<file path="src/rtl/bram_arb_pkg.sv">
// Shared types for the round-robin BRAM arbiter: response-tracking slot and
// arbitration state.
package bram_arb_pkg;

    // Slot index is sized for the largest supported requester count (8).
    localparam int ARB_IDX_W = 3;

    typedef struct packed {
        logic                 valid;
        logic [ARB_IDX_W-1:0] idx;
    } rsp_slot_t;

    typedef enum logic {
        ARB_RR,
        ARB_LOCKED
    } arb_state_e;

    function automatic int idx_width(input int n);
        return (n > 1) ? $clog2(n) : 1;
    endfunction

endpackage

</file>
<file path="src/rtl/rr_priority_select.sv">
// Combinational round-robin pick: first set request at or after ptr, wrapping.
// Returns a one-hot grant, its index and whether anything was picked.
module rr_priority_select #(
    parameter int N  = 2,
    parameter int IW = 1
) (
    input  logic [N-1:0]  req,
    input  logic [IW-1:0] ptr,
    output logic [N-1:0]  gnt,
    output logic [IW-1:0] idx,
    output logic          any
);

    localparam logic [IW:0] NV = (IW+1)'(N);

    logic [2*N-1:0] rot;
    logic [IW-1:0]  off;
    logic [IW:0]    sum;

    always_comb begin
        // Rotating the doubled vector puts the pointer at bit 0, so the lowest
        // set bit is the distance to the winner.
        rot = {req, req} >> ptr;
        any = 1'b0;
        off = '0;
        for (int k = N - 1; k >= 0; k--) begin
            if (rot[k]) begin
                any = 1'b1;
                off = IW'(k);
            end
        end
        sum = {1'b0, ptr} + {1'b0, off};
        idx = (sum >= NV) ? IW'(sum - NV) : sum[IW-1:0];
        gnt = any ? (N'(1) << idx) : '0;
    end

endmodule

</file>
<file path="src/rtl/axi_lite_bram_arbiter.sv">
// Round-robin arbiter sharing one single-port BRAM between NumReq requesters,
// with an optional per-requester lock and fixed-latency response routing.
module axi_lite_bram_arbiter
    import bram_arb_pkg::*;
#(
    parameter int NumReq          = 2,
    parameter int DataWidth       = 64,
    parameter int BRAM_ADDR_WIDTH = 12,
    parameter int ReadLatency     = 1
) (
    input  logic                                          clk_i,
    input  logic                                          rst_i,
    input  logic [NumReq-1:0]                             req_valid_i,
    output logic [NumReq-1:0]                             req_ready_o,
    input  logic [NumReq-1:0]                             req_lock_i,
    input  logic [NumReq-1:0][DataWidth/8-1:0]            req_we_i,
    input  logic [NumReq-1:0][BRAM_ADDR_WIDTH-1:0]        req_addr_i,
    input  logic [NumReq-1:0][DataWidth-1:0]              req_wrdata_i,
    output logic [NumReq-1:0]                             rsp_valid_o,
    output logic [DataWidth-1:0]                          rsp_rddata_o,
    output logic                                          bram_en,
    output logic [DataWidth/8-1:0]                        bram_we,
    output logic [BRAM_ADDR_WIDTH-1:0]                    bram_addr,
    output logic [DataWidth-1:0]                          bram_wrdata,
    input  logic [DataWidth-1:0]                          bram_rddata
);

    localparam int IW = idx_width(NumReq);

    arb_state_e          state;
    logic [IW-1:0]       owner;
    logic [IW-1:0]       prio_ptr;
    logic [NumReq-1:0]   elig;
    logic [NumReq-1:0]   gnt;
    logic [IW-1:0]       sel_ptr;
    logic [IW-1:0]       win;
    logic [IW-1:0]       next_ptr;
    logic                any;
    rsp_slot_t           pipe [ReadLatency];

    // While locked only the owner is eligible, even if it is idle this cycle.
    always_comb begin
        elig    = '0;
        sel_ptr = prio_ptr;
        if (!rst_i) begin
            if (state == ARB_LOCKED) begin
                elig    = req_valid_i & (NumReq'(1) << owner);
                sel_ptr = owner;
            end else begin
                elig = req_valid_i;
            end
        end
    end

    rr_priority_select #(
        .N  (NumReq),
        .IW (IW)
    ) u_sel (
        .req (elig),
        .ptr (sel_ptr),
        .gnt (gnt),
        .idx (win),
        .any (any)
    );

    assign req_ready_o = gnt;
    assign bram_en     = any;
    assign bram_we     = any ? req_we_i[win]     : '0;
    assign bram_addr   = any ? req_addr_i[win]   : '0;
    assign bram_wrdata = any ? req_wrdata_i[win] : '0;
    assign next_ptr    = (win == IW'(NumReq - 1)) ? '0 : win + 1'b1;

    always_ff @(posedge clk_i or posedge rst_i) begin
        if (rst_i) begin
            state    <= ARB_RR;
            owner    <= '0;
            prio_ptr <= '0;
        end else if (any) begin
            prio_ptr <= next_ptr;
            if (req_lock_i[win]) begin
                state <= ARB_LOCKED;
                owner <= win;
            end else begin
                state <= ARB_RR;
            end
        end
    end

    // One slot per cycle of BRAM latency; the tail slot names the requester
    // whose data is on bram_rddata right now.
    always_ff @(posedge clk_i or posedge rst_i) begin
        if (rst_i) begin
            for (int k = 0; k < ReadLatency; k++) pipe[k] <= '0;
        end else begin
            pipe[0].valid <= any;
            pipe[0].idx   <= ARB_IDX_W'(win);
            for (int k = 1; k < ReadLatency; k++) pipe[k] <= pipe[k-1];
        end
    end

    always_comb begin
        rsp_valid_o = '0;
        if (pipe[ReadLatency-1].valid)
            rsp_valid_o = NumReq'(1) << pipe[ReadLatency-1].idx;
    end

    assign rsp_rddata_o = bram_rddata;

endmodule

</file>
<file path="config.mk">
export PLATFORM = sky130hd
export DESIGN_NAME = axi_lite_bram_arbiter
export DESIGN_NICKNAME = d
export VERILOG_FILES = /design/src/rtl/bram_arb_pkg.sv /design/src/rtl/rr_priority_select.sv /design/src/rtl/axi_lite_bram_arbiter.sv
export SDC_FILE = /design/constraint.sdc
export NUM_CORES = 1
export LEC_CHECK = 0
export ABC_AREA = 1
export BUFFER_PORTS_ARGS = -buffer_cell sky130_fd_sc_hd__buf_2
export CAP_MARGIN = 20
export CORE_AREA = 2 2 150 152
export DETAILED_ROUTE_END_ITERATION = 8
export DIE_AREA = 0 0 152 154
export GPL_TIMING_DRIVEN = 0
export PLACE_DENSITY = 0.36
export SLEW_MARGIN = 25
export SYNTH_ARGS = -nofsm -noshare
export SYNTH_HDL_FRONTEND = slang
export SYNTH_SLANG_ARGS = --single-unit
export TNS_END_PERCENT = 1
</file>
<file path="constraint.sdc">
create_clock -name clk_i -period 1.7 [get_ports clk_i]
set_input_delay 0.255 -clock clk_i [delete_from_list [all_inputs] [get_ports clk_i]]
set_output_delay 0.255 -clock clk_i [all_outputs]
set_load 0.05 [all_outputs]
</file>
==> impl_results.md <==
- Worst-margin pin slew: 283 ps
- Root buf cell: clkbuf_16
- Setup crit start kind: flop
- Synthesized Nets: 635
- Failing checks: negative setup slack
- Sink Count: 5
- DRT Pass-1 Iters: 6
- R2R cell count: 8
- Die Y: 154 um
- YS warnings: 0
- Worst Setup End Kind: primary output
- Worst path bufs/invs: 4
- Cell with the most instances after synthesis: nand2_1
- R2r endpoint: state
- Cell Chain, Critical Path: nand2_4, nand3_4, a21oi_4, buf_12, buf_12, clkbuf_16, nand2_2, nand2_2, buf_8
- Total number of vias: 3623
- Leak: 3.14 nW
- Final Core Density: 25.5%
- H-tree levels: 1
- Vias in the first global route: 3495
- WP data required: 1440 ps
- Top-level I/O count: 391
- Mux cell area share after synthesis: 0%
- Final setup violation count: 87
- Compound-Gate Fraction of Synth Area: 3.95%
- Die Area: 0.0234 mm2
- CTS buffer count: 3
- Final slew viol count: 0
- Post-synth EDFFs: 0
- Worst R2R Setup Slack: 350 ps
- HP Start: req_lock_i[1]
- Area of the multi-input gates: 0.00144 mm2
- First-pass GRT wire length: 20.0 mm
- DR WL/cell: 14.1 um
- Share of flip-flops with an asynchronous set or reset after synthesis: 100%
- Post-synth top cells: nand2_1, buf_4, inv_1, nand3_1, nor2_1
- Fillcell total: 2445
- Maxcap violations: 0
- Clock tree buffer depth: 2
- Top cells by area, synth: nand2_1, buf_4, dfrtp_1, nand3_1, inv_1
- Outcome: complete, but fails checks
- Slowest Stage Delay on Critical Path: 450 ps
- Clk slew on worst S/H paths: 30 ps
- Final HPWL DP: 11.8 mm
- Post-Synth XOR/XNOR Area: 0%
- Layout Area Growth over Synthesis: 186%
- Routed Antenna Nets: 0
- Vias/cell: 3.51
- Min Hold Slack: 279 ps
- FP Rows: 54
- Initial Util: 8.91%
- Cells after Synth: 397
- Endpoint, Worst Hold: owner
- Post-route clock skew: 1.78 ps
- Crit path DAT: 1750 ps
- Layout cells sized above 1: 69.4%
- Area leader, netlist: nand2_1
- Post-synth top flop: dfrtp_1
- Mapped Avg Cell Area: 4.87 um2
- CP max stage cell: dfrtp_2
- Hold/Removal Path Class: primary input to flop
- Hold Fails Final Rpt: 0
- Max-slew headroom: 81.3%
- Worst Setup Path Type: flop to primary output
- Hold Path Cell Cnt: 3
- Largest net degree at the start of global routing: 12
- Count of cell types in the netlist: 15
- Adder-cell share of the synthesized area: 0%
- Number of port buffers: 326
- CTS tree: yes
- DRC violation count after routing: 0
- Pwr Density: 1110 mW/mm2
- Core Footprint: 0.0217 mm2
- Crit path max fanout: 5
- Register bit total from synthesis: 5
- Crit path max-delay family: buffers and inverters
- Wirelength, routed: 14.6 mm
- FF/Latch Area: 126 um2
- Origin of the worst setup path: state
- Final Worst Setup Slack: -309 ps
- Final Critical Period: 2010 ps
- Final nets: 990
- Overall routing resource usage: 10.8%
- Grt total ovfl: 0
- F_max: 0.498 GHz
- Post-Synth Simple-Gate Area: 55.2%
- Routability Congestion: 0.718
- Clk_lat worst skew: 230 ps
- Initial antenna violation count: 5
- Peak VDD IR: 759 uV
- Initial DRC Count: 130
- Post-synth top area share: 47.4%
- Period utilization: 118%
- Synthesized area: 0.00193 mm2
- Main combinational cell family by area after synthesis: simple AND/OR/NAND/NOR gates
- RSZ-0062 raised after global routing: yes
- Register area share after synthesis: 6.48%
- Worst R2R Start: state
- Die W: 152 um
==> power breakdown <==
group / internal (mW) / switching, mW
logic: 2.13 / 3.40
registers: 0.176 / 0.0535
clock network: 0.311 / 0.0778
total: 2.62 / 3.53
==> cell families (layout without fill, tap and decap cells) <==
group | Yosys count | in the layout
simple gates | 275 | 275
buf+inv | 103 | 457
compound gates | 14 | 14
flops | 5 | 5
other cells | 0 | 1
==> worst min-delay path: cells and delay by family <==
| family | cells | cell delay [ps] |
|---|---|---|
| buffers and inverters | 1 | 70 |
| AND/OR/NAND/NOR | 2 | 140 |
==> routing by layer <==
layer	vias up	GRT usage [%]	wire length, um
met1	1555	12.5	5480
li1	1841	-	-
met4	4	2.09	165
met3	12	3.58	1420
met2	211	19.4	7500
met5	-	0	32
==> per-stage QoR <==
stage	total power [mW]	TNS [ps]	instances	instance area [um2]	setup slack, ps
floorplan	3.20	-4390	397	2010	-92.5
global placement	4.25	-45620	1003	3990	-677
detailed placement	4.24	-45370	1003	3990	-672
CTS	5.52	-27870	1015	4880	-397
global route	6.47	-30260	1031	5520	-391
finish	6.14	-22260	1032	5520	-309
==> repair_timing <==
action	in CTS	in global routing
hold buffers	1	0
pin swaps	1	19
gates resized for setup	229	108
endpoints found under the setup margin	87	87
endpoints found under the hold margin	5	0
buffers inserted	6	5
gates cloned	1	12
==> sequential cells by signal (all words and copies together), names as in the netlist <==
register,cells
state,1
pipe,2
prio_ptr,1
owner,1
==> layout make-up <==
class	count	share of cell area, %
clock buffers	4	1.43
repair buffers	350	48.2
plain buffers	85	14.3
inverters	18	1.36
multi-input cells	289	26.1
flip-flops and latches	5	2.29
well taps	280	6.34
diodes	1	0.0453
==> layout by cell type (no fill, tap or decap) <==
| master | n |
|---|---|
| buf_4 | 74 |
| nand3_1 | 16 |
| buf_8 | 35 |
| nand2_4 | 4 |
| dfrtp_1 | 4 |
| buf_12 | 5 |
| buf_6 | 70 |
| clkinv_4 | 1 |
| nand4_1 | 1 |
| nor2_2 | 1 |
| o21ai_0 | 1 |
| nand2_1 | 189 |
| a21oi_4 | 1 |
| dfrtp_2 | 1 |
| nor2_4 | 10 |
| nand3_4 | 2 |
| diode_2 | 1 |
| dlygate4sd3_1 | 1 |
| a21oi_1 | 1 |
| inv_2 | 2 |
| a21oi_2 | 10 |
| nand2_2 | 51 |
| clkbuf_1 | 1 |
| buf_2 | 239 |
| clkbuf_16 | 14 |
| inv_4 | 1 |
| nor2_1 | 1 |
| inv_1 | 14 |
| a21boi_0 | 1 |
==> how the worst max path moves through the flow <==
stage                                  to  slack [ps]  cells after the start
final                     bram_wrdata[27]        -310                      9
after global routing      bram_wrdata[31]        -390                     10
after CTS                  bram_wrdata[8]        -400                     10
after detailed placement  bram_wrdata[30]        -670                     11
after global placement    bram_wrdata[34]        -680                     11
after floorplan           bram_wrdata[56]         -90                      6
No activity file was read; power rests on OpenSTA's default activity.
